### src/rtl/pulse_train_gen.sv
// pulse_train_gen
//   Programmable pulse-train generator. An accepted start latches a pulse
//   count N, a high time H and a low time L (a zero time is treated as one
//   cycle). The block then emits N registered pulses on wave_out, each H
//   cycles high followed by L cycles low. It counts the rising and falling
//   edges it actually produces.
//
// Ports
//   clk         system clock, rising edge
//   reset       asynchronous active-low reset
//   start       one-cycle request, honoured only while idle
//   abort       synchronous stop, honoured only while a train is running
//   num_pulses  pulse count N, latched on an accepted start
//   high_cycles high time per pulse in clk cycles, latched on start
//   low_cycles  low time per pulse in clk cycles, latched on start
//   wave_out    generated waveform
//   busy        train in progress
//   done        one-cycle strobe on normal completion
//   pos_cnt     rising edges emitted in the current or last train
//   neg_cnt     falling edges emitted in the current or last train
module pulse_train_gen #(
    parameter int CNT_W = 8,
    parameter int TW    = 8
) (
    input  logic             clk,
    input  logic             reset,
    input  logic             start,
    input  logic             abort,
    input  logic [CNT_W-1:0] num_pulses,
    input  logic [TW-1:0]    high_cycles,
    input  logic [TW-1:0]    low_cycles,
    output logic             wave_out,
    output logic             busy,
    output logic             done,
    output logic [CNT_W-1:0] pos_cnt,
    output logic [CNT_W-1:0] neg_cnt
);

    typedef enum logic [1:0] {IDLE, HIGH, LOW} state_t;

    localparam logic [TW:0]    PH_ONE  = (TW+1)'(1);
    localparam logic [CNT_W-1:0] CNT_ONE = CNT_W'(1);

    state_t           state, state_nxt;
    logic [CNT_W-1:0] n_lat, n_nxt;
    // Phase times and the phase counter carry one spare bit so that the
    // largest programmable time cannot wrap the counter.
    logic [TW:0]      h_lat, h_nxt;
    logic [TW:0]      l_lat, l_nxt;
    logic [TW:0]      ph_cnt, ph_nxt;
    logic             wave_nxt, busy_nxt, done_nxt;
    logic [CNT_W-1:0] pos_nxt, neg_nxt;

    always_ff @(posedge clk or negedge reset) begin
        if (!reset) begin
            state    <= IDLE;
            n_lat    <= '0;
            h_lat    <= '0;
            l_lat    <= '0;
            ph_cnt   <= '0;
            wave_out <= 1'b0;
            busy     <= 1'b0;
            done     <= 1'b0;
            pos_cnt  <= '0;
            neg_cnt  <= '0;
        end else begin
            state    <= state_nxt;
            n_lat    <= n_nxt;
            h_lat    <= h_nxt;
            l_lat    <= l_nxt;
            ph_cnt   <= ph_nxt;
            wave_out <= wave_nxt;
            busy     <= busy_nxt;
            done     <= done_nxt;
            pos_cnt  <= pos_nxt;
            neg_cnt  <= neg_nxt;
        end
    end

    always_comb begin
        state_nxt = state;
        n_nxt     = n_lat;
        h_nxt     = h_lat;
        l_nxt     = l_lat;
        ph_nxt    = ph_cnt;
        wave_nxt  = wave_out;
        busy_nxt  = busy;
        done_nxt  = 1'b0;
        pos_nxt   = pos_cnt;
        neg_nxt   = neg_cnt;

        case (state)
            IDLE: begin
                if (start) begin
                    n_nxt   = num_pulses;
                    h_nxt   = (high_cycles == '0) ? PH_ONE : {1'b0, high_cycles};
                    l_nxt   = (low_cycles == '0)  ? PH_ONE : {1'b0, low_cycles};
                    pos_nxt = '0;
                    neg_nxt = '0;
                    ph_nxt  = '0;
                    if (num_pulses == '0) begin
                        // Empty train: report completion without ever going busy.
                        done_nxt = 1'b1;
                    end else begin
                        state_nxt = HIGH;
                        wave_nxt  = 1'b1;
                        busy_nxt  = 1'b1;
                        pos_nxt   = CNT_ONE;
                        ph_nxt    = PH_ONE;
                    end
                end
            end

            HIGH: begin
                // ph_cnt holds the number of cycles already spent in the phase,
                // including the current one.
                if (abort) begin
                    state_nxt = IDLE;
                    wave_nxt  = 1'b0;
                    busy_nxt  = 1'b0;
                    ph_nxt    = '0;
                    if (wave_out) neg_nxt = neg_cnt + CNT_ONE;
                end else if (ph_cnt >= h_lat) begin
                    state_nxt = LOW;
                    wave_nxt  = 1'b0;
                    neg_nxt   = neg_cnt + CNT_ONE;
                    ph_nxt    = PH_ONE;
                end else begin
                    ph_nxt = ph_cnt + PH_ONE;
                end
            end

            LOW: begin
                if (abort) begin
                    state_nxt = IDLE;
                    wave_nxt  = 1'b0;
                    busy_nxt  = 1'b0;
                    ph_nxt    = '0;
                    if (wave_out) neg_nxt = neg_cnt + CNT_ONE;
                end else if (ph_cnt >= l_lat) begin
                    // pos_cnt doubles as the count of pulses already emitted.
                    if (pos_cnt < n_lat) begin
                        state_nxt = HIGH;
                        wave_nxt  = 1'b1;
                        pos_nxt   = pos_cnt + CNT_ONE;
                        ph_nxt    = PH_ONE;
                    end else begin
                        state_nxt = IDLE;
                        busy_nxt  = 1'b0;
                        done_nxt  = 1'b1;
                        ph_nxt    = '0;
                    end
                end else begin
                    ph_nxt = ph_cnt + PH_ONE;
                end
            end

            default: begin
                state_nxt = IDLE;
                wave_nxt  = 1'b0;
                busy_nxt  = 1'b0;
            end
        endcase
    end

endmodule

### config.mk
export PLATFORM = sky130hd
export DESIGN_NAME = pulse_train_gen
export DESIGN_NICKNAME = d
export VERILOG_FILES = /design/src/rtl/pulse_train_gen.sv
export SDC_FILE = /design/constraint.sdc
export NUM_CORES = 1
export LEC_CHECK = 0
export ABC_CLOCK_PERIOD_IN_PS = 2600
export CAP_MARGIN = 15
export CORE_MARGIN = 2
export CORE_UTILIZATION = 55
export CTS_CLUSTER_SIZE = 20
export DETAILED_ROUTE_END_ITERATION = 8
export GPL_ROUTABILITY_DRIVEN = 1
export HOLD_SLACK_MARGIN = 0.12
export PLACE_DENSITY_LB_ADDON = 0.15
export SYNTH_ARGS = -nofsm -noshare
export SYNTH_HDL_FRONTEND = slang
export SYNTH_SLANG_ARGS = --single-unit
### constraint.sdc
create_clock -name clk -period 2.6 [get_ports clk]
set_input_delay 0.78 -clock clk [delete_from_list [all_inputs] [get_ports clk]]
set_output_delay 0.78 -clock clk [all_outputs]
set_load 0.02 [all_outputs]
# Word-level counts from Yosys, hierarchy flattened
# Cells that the tools add are included.
word_totals:
  inputBits: 28
  reg_bits: 56
classes:
  reduce_logical: 13
  mux: 49
  n_eq_ne: 13
  n_lt_le_gt_ge: 3
  add_sub_neg: 3
ops:
  columns: ["op", "count"]
  rows:
  - ["two-way mux 8 bit", 11]
  - ["two-way mux 9 bit", 5]
  - ["one-hot mux 9 bit (3 select lines)", 1]
  - ["logical NOT 8 bit", 3]
  - ["one-hot mux 8 bit (3 select lines)", 1]
  - ["two-way mux 1 bit", 20]
  - [">= comparator 9 bit", 2]
  - ["adder 8 x 1 -> 8 bit (second input constant)", 2]
  - ["one-hot mux 8 bit (2 select lines)", 1]
  - ["AND reduction 5 bit", 3]
  - ["!= test 2 bit (second input constant)", 7]
  - ["two-way mux 2 bit", 6]
  - ["!= test 3 bit (second input constant)", 4]
  - ["adder 9 x 1 -> 9 bit (second input constant)", 1]
  - ["less-than comparator 8 bit", 1]
  - ["AND reduction 4 bit", 2]
  - ["one-hot mux 1 bit (3 select lines)", 2]
  - ["one-hot mux 2 bit (3 select lines)", 1]
  - ["AND reduction 2 bit", 2]
  - ["nonzero test 3 bit", 1]
  - ["equality test 2 x 1 -> 1 bit (second input constant)", 1]
  - ["equality test 2 bit (second input constant)", 1]
  - ["logical NOT 2 bit", 1]
  - ["one-hot mux 1 bit (2 select lines)", 1]
  - ["nonzero test 2 bit", 1]

# Logic depth before layout (Yosys ltp)
# Gate-level depths: netlist of run 1.
depth:
  ltp_word: 5
  mapped_depth: 10
  mapped_depth_nobuf: 8

# Least setup slack after synthesis of run 1
# No wires, ideal clock.
synth_path:
  path_type: "reg2reg"
  start: "reg pos_cnt[2]"
  end: "reg pos_cnt[2]"
  setup_slack_ps: 251
  path_buffers: 1
  setup_time_ps: 76
  path_stages_with_launch: 9
  arrival_ps: 2272
  path_cell_list: "dfrtp_1 -> ha_1 -> a211o_1 -> a31oi_2 -> o31ai_2 -> o31a_1 -> buf_6 -> or4_1 -> o21ai_1"
synth_via:
  elab_chain_len: 5
synth_lines:
  columns: ["item", "line", "text"]
  rows:
  - ["from (decl)", "35", "output logic [CNT_W-1:0] pos_cnt,"]
  - ["from (signal assigned)", "75", "pos_cnt <= pos_nxt;"]
  - ["adder 8 x 1 -> 8 bit", "145", "pos_nxt = pos_cnt + CNT_ONE;"]
  - ["two-way mux 8 bit", "142", "if (pos_cnt < n_lat) begin"]
  - ["two-way mux 8 bit", "140", "end else if (ph_cnt >= l_lat) begin"]
  - ["two-way mux 8 bit", "134", "if (abort) begin"]
  - ["one-hot mux 8 bit (2 select lines)", "92", "case (state)"]
# Parallel ways exist; a longest one is shown, timed or not. The select of a mux whose other input is x is not followed.
# A chain may end at the register's enable or synchronous reset.

# Worst setup path after layout of run 1
layout_path:
  start: "reg pos_cnt[5]"
  end: "reg pos_cnt[6]"
# Same word-level chain as after synthesis.

==> impl_metrics.tcl, run 1 <==
set metrics [dict create \
    synth_ff_type "dfrtp_1" \
    fin_crit_ps 2440 \
    die_x_um 81.5 \
    clk_pin_slew_ps 100 \
    design.core.area_mm2 0.00585 \
    final_layout_size_suffix_gt1_share_pct 15.5 \
    cts_setup_buffers 0 \
    insertedDiodeCount 0 \
    cts_root_buf "clkbuf_8" \
    status "complete, no violations" \
    finalSetupTns_ps 0 \
    hold_buffers 0 \
    portBuffers 46 \
    grt_use_total_pct 24.5 \
    std_cell_rows 28 \
    ys_top_cells_by_area "dfrtp_1 (41%), ha_1 (11%), mux2_2 (8.5%)" \
    avgSynthCellArea_um2 9.55 \
    hold_slack_ps 484 \
    setup_viol 0 \
    yosysWarnings 0 \
    synth_top_area_share_pct 40.9 \
    rsz0062_at_grt "no" \
    worst_slew_pin_slew_ps 671 \
    gp_congestion 0.852 \
    start_kind "register" \
    worstSetupEndpointType "register" \
    hpwl_um 5670 \
    cts_tree "yes" \
    slew_violations 0 \
    clk_latency_ps 310 \
    fin_skew_ps 13.2 \
    grt_antenna_before_repair 0 \
    fmax_mhz 410 \
    dp_cells 480 \
    synthToLayoutAreaGrowth_pct 23.5 \
    period_share_pct 93.8 \
    synth_nets 404 \
    r2r_slack_ps 160 \
    synth.cell_area_mm2 0.00330 \
    vias 2793 \
    clk_path_buf_depth 2 \
    ir_drop_mv 0.446 \
    grt_pass1_vias 2730 \
    async_flop_share_pct 100 \
    power_density_mw_per_mm2 887 \
    slew_headroom_pct 55.2 \
    instances_no_fill 488 \
    cts_resized 0 \
    grt_pass1_wl_um 12500 \
    wl_um 7330 \
    critical_path_class "reg2reg" \
    final_hold_viol_count 0 \
    p_leak_uw 0.00185 \
    ys_seq_area_share_pct 40.9 \
    via_per_inst 5.72 \
    crit_fanout 8 \
    synth_edf_count 0 \
    final_nets 470 \
    yosys.area.top_type "dfrtp_1" \
    die_y_um 81.5 \
    grt_start_max_net_pins 31 \
    yosysUniqueCellTypes 51 \
    cp.required_ps 2850 \
    drt_iter0_drc 176 \
    gr-total-overflow 0 \
    dr.pass1.iters 4 \
    clock_sinks 54 \
    io_pins 47 \
    start_util_pct 56.5 \
    drtAntennaViolNets 0 \
    numCtsBuffers 5 \
    routedWlPerCell_um 15.0 \
    syn_inst 346 \
    cp_data_arrival_time_ps 2690 \
    synth-seq-cells 54 \
    drc_errors 0 \
    die_area_mm2 0.00664 \
    cts_max_level 2 \
    hold_path_class "in2async" \
    cap_violations 0 \
]
per-layer routing:
layer,routed length [um],vias to the layer above,part of all wire (%),global-route usage [%]
li1,-,1388,-,-
met1,3310,1347,45,31.4
met2,3700,50,50,42.4
met3,205,8,2.8,3.63
met4,121,0,1.6,8.31
met5,0,-,0,0
registers in the layout, indices dropped and copies added, names as in the netlist:
register and cells:
ph_cnt 9, h_lat 8, l_lat 8, n_lat 8, neg_cnt 8, pos_cnt 8, state 2, busy 1
done 1, wave_out 1
area by class of cell:
class	instances	area, um2
flip-flops and latches	54	1350
clock buffers	7	76.3
multi-input cells	252	1790
inverters	31	116
fillers	450	1770
well taps	75	93.8
repair buffers	68	621
clock inverters	1	30.0
worst max-delay path, stage by stage, from the launching register on:
cell	delay, ps
dfrtp_1	450
ha_1	330
a211o_1	270
a21oi_2	160
o31ai_2	130
o31a_1	350
or4_1	530
a21oi_1	150
logic make-up after synthesis:
logic type	synth area share, %
buffers and inverters	4.88
DFF	40.9
muxes	9.13
and+or+nand+nor	14.7
adders and majority gates	11.4
AOI/OAI and AO/OA	19.0
stage by stage:
stage	instance area, um2	worst slack (ps)	utilization (%)	total power [uW]
3_5_place_dp	3970	-53.0	67.9	3060
5_1_grt	4080	49.9	69.7	3930
4_1_cts	4080	122	69.7	3630
3_3_place_gp	3970	-34.6	67.9	2980
2_1_floorplan	3300	251	-	2480
6_report	4080	160	69.7	3620
synth_stat cells (4+ instances only):
cell,count
a21oi_1,28
nand2_1,22
dfrtp_1,54
or3_1,5
nand3_1,11
nor4_1,4
inv_1,31
o31ai_1,6
nor3_1,8
ha_1,30
o21ai_0,27
nor2_1,21
clkbuf_1,6
nor2b_1,7
a22o_1,4
nand4_1,4
mux2_2,25
power breakdown:
group / total [uW] / internal, uW / switching, uW
clock network: 558 / 289 / 270
registers: 1290 / 1100 / 191
logic: 1770 / 815 / 955
path summary, 6_finish.rpt:
path	cells past startpoint	start	to
max	7	pos_cnt[5]	pos_cnt[6]
min	1	reset	n_lat[5]
max reg2reg	7	pos_cnt[5]	pos_cnt[6]
min reg2reg	2	l_lat[0]	l_lat[0]
max in group asynchronous	2	reset	neg_cnt[0]
min in group clk	2	l_lat[0]	l_lat[0]
placed cells by master, fill, tap and decap left out, types with 11 or more instances in the layout:
cell type	n
a21oi_1	28
buf_4	22
clkdlybuf4s50_1	45
dfrtp_1	54
ha_1	30
inv_1	31
mux2_2	25
nand2_1	22
nand3_1	11
nor2_1	21
o21ai_0	25
Note: power is estimated with default switching activity, not from simulation.
==> run 2, diff against run 1 <==
Settings changed: SKIP_CTS_REPAIR_TIMING set to 1.
==> results of run 2 <==
Final layout, timing and power as in run 1 (identical DEF).
==> run 3, diff against run 2 <==
Settings changed: CELL_PAD_IN_SITES_DETAIL_PLACEMENT set to 0, CELL_PAD_IN_SITES_GLOBAL_PLACEMENT set to 1, CORE_MARGIN 2 to 5, CORE_UTILIZATION 55 to 42.
==> impl_metrics.tcl, run 3 (synthesis gave the netlist of run 1 again) <==
set metrics [dict create \
    status "complete, no violations" \
    slew_violations 0 \
    start_util_pct 43.0 \
    gr-total-overflow 0 \
    grt_pass1_vias 2754 \
    fillers 761 \
    grt_antenna_before_repair 0 \
    io_pins 47 \
    grt_pass1_wl_um 13500 \
    cp.required_ps 2850 \
    crit_fanout 6 \
    drt_iter0_drc 87 \
    cp_data_arrival_time_ps 2690 \
    numCtsBuffers 5 \
    postLayoutCellArea_mm2 0.00416 \
    grt_use_total_pct 16.7 \
    dr.pass1.iters 4 \
    final_nets 475 \
    instances_no_fill 520 \
    portBuffers 46 \
    design.core.area_mm2 0.00769 \
    cts_max_level 2 \
    fmax_mhz 410 \
    start_kind "register" \
    worstSetupEndpointType "register" \
    p_leak_uw 0.00187 \
    worst_slew_pin_slew_ps 576 \
    mostFrequentLayoutCell "dfrtp_1" \
    clk_pin_slew_ps 110 \
    gp_congestion 0.865 \
    multi_input_area_mm2 0.00180 \
    cap_violations 0 \
    via_per_inst 5.48 \
    final-seq-area_mm2 0.00135 \
    clk_path_buf_depth 2 \
    die_y_um 98.7 \
    final_layout_size_suffix_gt1_share_pct 17.5 \
    die_x_um 98.7 \
    critical_path_class "reg2reg" \
    synthToLayoutAreaGrowth_pct 25.9 \
    period_share_pct 93.7 \
    vias 2847 \
    rsz0062_at_grt "no" \
    final_hold_viol_count 0 \
    hold_path_class "in2async" \
    routedWlPerCell_um 15.3 \
    setup_viol 0 \
    finalSetupTns_ps 0 \
    std_cell_rows 32 \
    wl_um 7980 \
    grt_start_max_net_pins 35 \
    largest_reg_flops 9 \
    layout_common_cells "dfrtp_1 (52), clkdlybuf4s50_1 (45), inv_1 (31), ha_1 (30), a21oi_1 (27)" \
    clock_sinks 54 \
    insertedDiodeCount 0 \
    die_area_mm2 0.00974 \
    cts_root_buf "clkbuf_8" \
    slew_headroom_pct 61.3 \
    drtAntennaViolNets 0 \
    fin_skew_ps 7.18 \
    cts_tree "yes" \
    hpwl_um 6060 \
    fin_crit_ps 2440 \
    dp_cells 508 \
    clk_latency_ps 320 \
    drc_errors 0 \
    top_register "ph_cnt" \
    postPlaceCellArea_mm2 0.00403 \
    power_density_mw_per_mm2 873 \
    ir_drop_mv 0.527 \
]
## run 3: cell types whose count changed in the layout (fill, tap and decap cells not counted), sizes merged
cell,before,now
buf,23,27
bufinv,1,0
clkbuf,7,5
clkinv,0,1
inv,31,33
o31a,1,2
## run 3: final timing paths
check                      startpoint    endpoint  slack (ps)  depth (start not counted)
setup reg to reg            ph_cnt[7]  pos_cnt[7]         160                          7
setup / recovery            ph_cnt[7]  pos_cnt[7]         160                          7
hold / removal                  reset    h_lat[3]         420                          1
hold reg to reg              l_lat[0]    l_lat[0]         510                          2
min in group clk             l_lat[0]    l_lat[0]         510                          2
max in group asynchronous       reset   ph_cnt[7]        1610                          2
## run 3: per-layer routing
layer,up-vias,routed length (um),GRT usage [%]
met5,-,0,0
met4,0,68,3.26
met3,7,262,2.90
met2,46,3690,27.0
met1,1392,3960,23.9
li1,1402,-,-
## run 3: cell type report
cell class | instances | area share, %
Clock inverter | 3 | 0.632
Tap cell | 102 | 3.07
Timing Repair Buffer | 72 | 15.9
Sequential cell | 54 | 32.5
Clock buffer | 5 | 1.65
Multi-Input combinational cell | 253 | 43.4
Inverter | 31 | 2.80
## run 3: worst max-delay path: stages (launching register included)
cell,delay [ps]
dfrtp_2,460
ha_1,330
nand3_1,120
o211ai_1,300
a21oi_2,110
o31a_1,380
or4_1,520
a21oi_1,150
## run 3: where the power goes
part | switching (uW) | internal, uW | leakage, uW
sequential | 169 | 1100 | 0.000684
clock | 317 | 199 | 0.0000491
combinational | 999 | 850 | 0.00114
total | 1480 | 2150 | 0.00187
## run 3: metrics by stage
| step | setup slack [ps] | power (uW) | hold slack [ps] | util, % |
|---|---|---|---|---|
| 3_3_place_gp | 31.4 | 3090 | 482 | 52.4 |
| 5_1_grt | 0.433 | 3960 | 444 | 54.1 |
| 6_report | 163 | 3630 | 416 | 54.1 |
| 4_1_cts | 51.2 | 3650 | 428 | 53.6 |
| 2_1_floorplan | 251 | 2480 | 456 | - |
| 3_5_place_dp | -18.4 | 3120 | 493 | 52.4 |
